[config.mk]
export PLATFORM = sky130hd
export DESIGN_NAME = if_fetch_unit
export DESIGN_NICKNAME = d
export VERILOG_FILES = /design/src/rtl/if_fetch_unit.sv
export SDC_FILE = /design/constraint.sdc
export NUM_CORES = 1
export LEC_CHECK = 0
export BUFFER_PORTS_ARGS = -buffer_cell sky130_fd_sc_hd__buf_4
export CAP_MARGIN = 20
export CORE_MARGIN = 4
export CORE_UTILIZATION = 40
export CTS_CLUSTER_DIAMETER = 60
export DETAILED_ROUTE_END_ITERATION = 16
export GPL_TIMING_DRIVEN = 1
export HOLD_SLACK_MARGIN = 0.03
export PLACE_DENSITY = 0.67
export SLEW_MARGIN = 30
export SYNTH_ARGS = -nofsm -noshare
export SYNTH_HDL_FRONTEND = slang
export SYNTH_SLANG_ARGS = --single-unit
[constraint.sdc]
create_clock -name clk_i -period 1.9 [get_ports clk_i]
set_clock_uncertainty 0.05 [all_clocks]
set_input_delay 0 -clock clk_i [delete_from_list [all_inputs] [get_ports clk_i]]
set_output_delay 0 -clock clk_i [all_outputs]
set_load 0.02 [all_outputs]
[src/rtl/if_fetch_unit.sv]
// ----------------------------------------------------------------------------
// if_fetch_unit
//
// Instruction-fetch initiator for the pipelined RISC-V core. It keeps the
// fetch PC and issues one read at a time to instruction memory. Returned
// words are captured into the IF/ID register. A one-entry skid buffer parks
// a word that arrives while decode is stalled. Branch/jump redirects
// restart the stream, and any response still in flight for the old stream
// is thrown away.
//
// Parameters
//   RESET_PC  PC loaded on reset
//   PC_STEP   byte increment between sequential fetches
//   BUBBLE    instruction value presented while if_valid_o is low
//
// Ports
//   clk_i             clock, all state updates on the rising edge
//   rst_ni            synchronous active-low reset
//   redirect_valid_i  taken branch/jump; load redirect_pc_i this cycle
//   redirect_pc_i     redirect target; bits [1:0] are ignored
//   id_ready_i        decode accepts the IF/ID entry this cycle
//   imem_req_o        one-cycle read request strobe
//   imem_addr_o       byte address of the request
//   imem_rvalid_i     read data valid, at least one cycle after the request
//   imem_rdata_i      returned instruction word
//   if_valid_o        IF/ID register holds a live instruction
//   if_pc_o           PC of if_instr_o
//   if_instr_o        fetched instruction, BUBBLE when not valid
// ----------------------------------------------------------------------------
module if_fetch_unit #(
    parameter logic [31:0] RESET_PC = 32'h0000_0000,
    parameter logic [31:0] PC_STEP  = 32'd4,
    parameter logic [31:0] BUBBLE   = 32'h0000_0000
) (
    input  logic        clk_i,
    input  logic        rst_ni,
    input  logic        redirect_valid_i,
    input  logic [31:0] redirect_pc_i,
    input  logic        id_ready_i,
    output logic        imem_req_o,
    output logic [31:0] imem_addr_o,
    input  logic        imem_rvalid_i,
    input  logic [31:0] imem_rdata_i,
    output logic        if_valid_o,
    output logic [31:0] if_pc_o,
    output logic [31:0] if_instr_o
);

    typedef enum logic [1:0] {
        S_IDLE,
        S_REQ,
        S_WAIT,
        S_HOLD
    } state_t;

    state_t      state_q, state_d;
    logic [31:0] pc_q, pc_d;
    logic        drop_q, drop_d;
    logic        skidValid_q, skidValid_d;
    logic [31:0] skidPc_q, skidPc_d;
    logic [31:0] skidInstr_q, skidInstr_d;
    logic        ifValid_q, ifValid_d;
    logic [31:0] ifPc_q, ifPc_d;
    logic [31:0] ifInstr_q, ifInstr_d;

    logic        consume;
    logic        outFree;

    // Decode takes the IF/ID entry whenever it is live and decode is ready.
    // The register can take a fresh word if it is empty or being emptied now.
    assign consume = ifValid_q && id_ready_i;
    assign outFree = !ifValid_q || consume;

    // Next-state logic for the fetch FSM, PC, IF/ID register and skid buffer.
    // The normal per-state behaviour is worked out first; a redirect is then
    // applied on top so that it wins over everything except reset. A consume
    // empties the IF/ID register unless something refills it the same cycle.
    always_comb begin
        state_d     = state_q;
        pc_d        = pc_q;
        drop_d      = drop_q;
        skidValid_d = skidValid_q;
        skidPc_d    = skidPc_q;
        skidInstr_d = skidInstr_q;
        ifValid_d   = ifValid_q;
        ifPc_d      = ifPc_q;
        ifInstr_d   = ifInstr_q;

        if (consume) begin
            ifValid_d = 1'b0;
            ifInstr_d = BUBBLE;
        end

        case (state_q)
            S_IDLE: begin
                state_d = S_REQ;
            end
            S_REQ: begin
                state_d = S_WAIT;
            end
            S_WAIT: begin
                if (imem_rvalid_i) begin
                    if (drop_q) begin
                        // Response belongs to a stream that was redirected away.
                        drop_d  = 1'b0;
                        state_d = S_REQ;
                    end else if (outFree) begin
                        ifValid_d = 1'b1;
                        ifPc_d    = pc_q;
                        ifInstr_d = imem_rdata_i;
                        pc_d      = pc_q + PC_STEP;
                        state_d   = S_REQ;
                    end else begin
                        // Decode is stalled: park the word and stop fetching.
                        skidValid_d = 1'b1;
                        skidPc_d    = pc_q;
                        skidInstr_d = imem_rdata_i;
                        pc_d        = pc_q + PC_STEP;
                        state_d     = S_HOLD;
                    end
                end
            end
            S_HOLD: begin
                // The IF/ID register is always occupied here, so id_ready_i
                // alone means the current entry leaves and the skid moves up.
                if (id_ready_i) begin
                    ifValid_d   = 1'b1;
                    ifPc_d      = skidPc_q;
                    ifInstr_d   = skidInstr_q;
                    skidValid_d = 1'b0;
                    state_d     = S_REQ;
                end
            end
            default: begin
                state_d = S_IDLE;
            end
        endcase

        if (redirect_valid_i) begin
            pc_d        = redirect_pc_i & ~32'h3;
            ifValid_d   = 1'b0;
            ifPc_d      = ifPc_q;
            ifInstr_d   = BUBBLE;
            skidValid_d = 1'b0;
            case (state_q)
                S_REQ: begin
                    // The old request is already on the bus; its answer must be dropped.
                    drop_d  = 1'b1;
                    state_d = S_WAIT;
                end
                S_WAIT: begin
                    if (imem_rvalid_i) begin
                        drop_d  = 1'b0;
                        state_d = S_REQ;
                    end else begin
                        drop_d  = 1'b1;
                        state_d = S_WAIT;
                    end
                end
                default: begin
                    drop_d  = 1'b0;
                    state_d = S_REQ;
                end
            endcase
        end
    end

    // State register. Reset is synchronous and overrides every other input,
    // including a redirect or a response arriving in the same cycle.
    always_ff @(posedge clk_i) begin
        if (!rst_ni) begin
            state_q     <= S_IDLE;
            pc_q        <= RESET_PC;
            drop_q      <= 1'b0;
            skidValid_q <= 1'b0;
            skidPc_q    <= 32'h0;
            skidInstr_q <= BUBBLE;
            ifValid_q   <= 1'b0;
            ifPc_q      <= 32'h0;
            ifInstr_q   <= BUBBLE;
        end else begin
            state_q     <= state_d;
            pc_q        <= pc_d;
            drop_q      <= drop_d;
            skidValid_q <= skidValid_d;
            skidPc_q    <= skidPc_d;
            skidInstr_q <= skidInstr_d;
            ifValid_q   <= ifValid_d;
            ifPc_q      <= ifPc_d;
            ifInstr_q   <= ifInstr_d;
        end
    end

    // The request strobe and address come straight from the FSM state and PC.
    assign imem_req_o  = (state_q == S_REQ);
    assign imem_addr_o = pc_q;

    assign if_valid_o  = ifValid_q;
    assign if_pc_o     = ifPc_q;
    assign if_instr_o  = ifInstr_q;

endmodule

==> impl_metrics.py <==
metrics = {
    "route": {
        "routedWlPerCell_um": 16.6,
        "via_per_inst": 5.26,
        "drt-initial-drc-count": 468,
        "drt-total-wl_mm": 22.6,
        "drc": 0,
        "dr.pass1.iters": 5,
        "postRouteAntennaNets": 0,
        "num_vias": 7169,
    },
    "global_route": {
        "grt_pass1_wl_mm": 35.2,
        "grt_usage_pct": 21.8,
        "grt_max_degree": 69,
        "grt_pass1_vias": 6782,
        "gr-total-overflow": 0,
        "antenna_found_initial": 1,
    },
    "power_and_ir_drop": {
        "peakVddDrop_mv": 0.694,
        "switching_share_pct": 25.4,
        "power_mw": 7.89,
        "p_switching_mw": 2.00,
        "p_int_mw": 5.88,
        "combPwrFrac_pct": 12.6,
        "powerDensity_nw_per_um2": 751,
        "pwr-share-clk_pct": 43.6,
        "power_frac_seq_pct": 43.7,
        "leakagePower_nw": 4.06,
    },
    "floorplan": {
        "fp.dieH_um": 140,
        "std_cell_rows": 48,
        "die-area_um2": 19700,
        "io_pins": 167,
        "initial_core_util_pct": 40.7,
        "core_area_um2": 17200,
        "die_x_um": 140,
    },
    "logic_synthesis": {
        "yosys_register_bits": 158,
        "synth_flop_cell": "dfxtp_1",
        "synth-edff-count": 0,
        "ys_seq_area_share_pct": 45.1,
        "netlist_area_um2": 7010,
        "synth_cells": 874,
        "postSynthAreaPerCell_um2": 8.02,
        "yosysUniqueCellTypes": 48,
        "async_flop_share_pct": 0,
        "synth_warnings": 0,
    },
    "final_layout": {
        "layout.nets": 1196,
        "layout_commonest_cell": "nand2_1",
        "layout_common_cells": "206 x nand2_1, 203 x buf_4, 154 x dfxtp_1, 119 x a21oi_1, 77 x dlygate4sd3_1",
        "syn2layout_area_growth_pct": 49.9,
        "drive_above_1_share_pct": 26.8,
    },
    "sta": {
        "fin_crit_sh_pct": 98.9,
        "rsz0062_at_grt": "true",
        "setup_violations": 0,
        "drv_slew": 0,
        "setup_tns_ns": 0,
        "max_freq_ghz": 0.532,
        "min_period_ns": 1.88,
        "timing_hold_violations_final": 0,
    },
    "clocking": {
        "cts_root_buf": "clkbuf_16",
        "clockBufferDepth": 2,
        "cts.sinks": 158,
        "cts_tree": "yes",
        "h-tree-depth": 4,
        "clk_pin_slew_worst_paths_ns": 0.07,
        "cts_made_buffers": 17,
        "clk_latency_ns": 0.43,
    },
    "critical_path": {
        "startpoint_type": "register",
        "endpoint_kind": "register",
        "crit_type": "register to register",
        "cp.required_ns": 2.19,
        "crit_fanout": 10,
        "arrival_ns": 2.17,
    },
    "placed_design": {
        "numPortBuffers": 160,
        "finalWeightedCongestion": 0.780,
        "post-dp-hpwl_mm": 13.7,
    },
    "worst_hold_path": {
        "hp-class": "input pin to register",
    },
    "status": {
        "outcome": "complete, no violations",
    },
    "flow_run": {
        "drv_cap": 0,
    },
}
-- kinds of logic after synthesis --
family	share of synthesized area [%]
adder cells (fa/ha/maj)	0.714
flip-flops	45.1
AO/OA/AOI/OAI	20.6
buffers and inverters	4.87
other	0.0535
XOR/XNOR	3.62
multiplexers	4.43
AND/OR/NAND/NOR	20.6
-- sequential cells by signal (all words and copies together), names as in the netlist --
register	cells
state_q	2
if_pc_o	30
drop_q	1
skidInstr_q	32
if_valid_o	1
imem_addr_o	30
skidPc_q	30
if_instr_o	32
-- Yosys cell counts (2+ instances only) --
cell type / n / area [um^2]
nor2_1: 47 / 176
nand2_1: 207 / 777
inv_1: 8 / 30.0
a211oi_1: 32 / 240
buf_4: 4 / 30.0
nor3_1: 5 / 25.0
buf_2: 3 / 15.0
ha_1: 4 / 50.1
and3_1: 3 / 18.8
a22oi_1: 31 / 233
nor2b_1: 4 / 25.0
nor4_2: 10 / 125
o211ai_1: 2 / 15.0
a21oi_1: 121 / 606
nor4_1: 4 / 25.0
and2_1: 3 / 18.8
nand3_1: 11 / 55.1
nand2b_1: 3 / 18.8
xnor2_1: 24 / 210
o211a_1: 3 / 30.0
xor2_1: 5 / 43.8
mux2i_1: 31 / 310
or3_1: 3 / 18.8
and4_1: 4 / 35.0
clkbuf_1: 65 / 244
dfxtp_1: 158 / 3160
o21ai_0: 52 / 260
nand4_1: 7 / 43.8
-- area by class of cell --
class	count	area, um^2
well taps	225	282
flip-flops and latches	158	3170
clock inverters	12	134
fillers	1436	6730
repair buffers	301	2710
clock buffers	20	457
inverters	10	38.8
multi-input cells	635	3710
diodes	1	2.50
-- worst max-delay path: stages, from the launching register on --
cell       delay [ns]
dfxtp_2          0.33
inv_2            0.05
ha_4             0.15
and3b_2          0.23
buf_8            0.14
a21oi_4          0.16
nor2_4           0.05
buf_12           0.13
buf_8            0.13
clkbuf_16        0.17
a211oi_1         0.19
-- through the flow --
step	area [um^2]	worst slack [ns]	hold slack (ns)	util [%]	instances
finish	10500	0.0208	0.320	61.0	1362
global route	10500	-0.0289	0.325	61.0	1362
CTS	10200	0.0130	0.305	59.3	1353
detailed placement	8790	-0.0937	0.189	51.0	1242
global placement	8790	-0.0375	0.181	51.0	1242
floorplan	7030	-0.0143	0.0860	-	877
-- power groups by stage --
stage	combinational, mW	sequential [mW]	clock, mW
3_5_place_dp	0.809	3.52	0
4_1_cts	0.953	3.45	3.48
2_1_floorplan	0.308	3.61	0
5_1_grt	1.07	3.46	3.63
3_3_place_gp	0.802	3.52	0
6_report	0.994	3.45	3.44
-- worst paths after layout --
check | slack (ns) | start | cells past startpoint | end
worst max-delay path | 0.02 | state_q[0] | 10 | if_pc_o[3]
worst min-delay path | 0.32 | imem_rdata_i[15] | 4 | skidInstr_q[15]
worst max register to register | 0.02 | state_q[0] | 10 | if_pc_o[3]
worst min register to register | 0.40 | skidPc_q[31] | 2 | skidPc_q[31]
-- layer usage --
| metal | track usage (%) | vias up | routed length [um] | part of all wire, % |
|---|---|---|---|---|
| met2 | 36.8 | 247 | 11200 | 49 |
| li1 | - | 3523 | - | - |
| met3 | 5.22 | 21 | 1530 | 6.8 |
| met4 | 5.92 | 0 | 302 | 1.3 |
| met5 | 0 | - | 0 | 0 |
| met1 | 27.9 | 3378 | 9630 | 43 |
-- repair_timing --
action,in CTS,in global routing
hold buffers,77,0
endpoints found under the hold margin,100,0
cloned,1,2
pin swaps,1,9
setup buffers,1,6
resized for setup,9,31
endpoints found under the setup margin,31,47
Power figures use the tool's default switching activity.
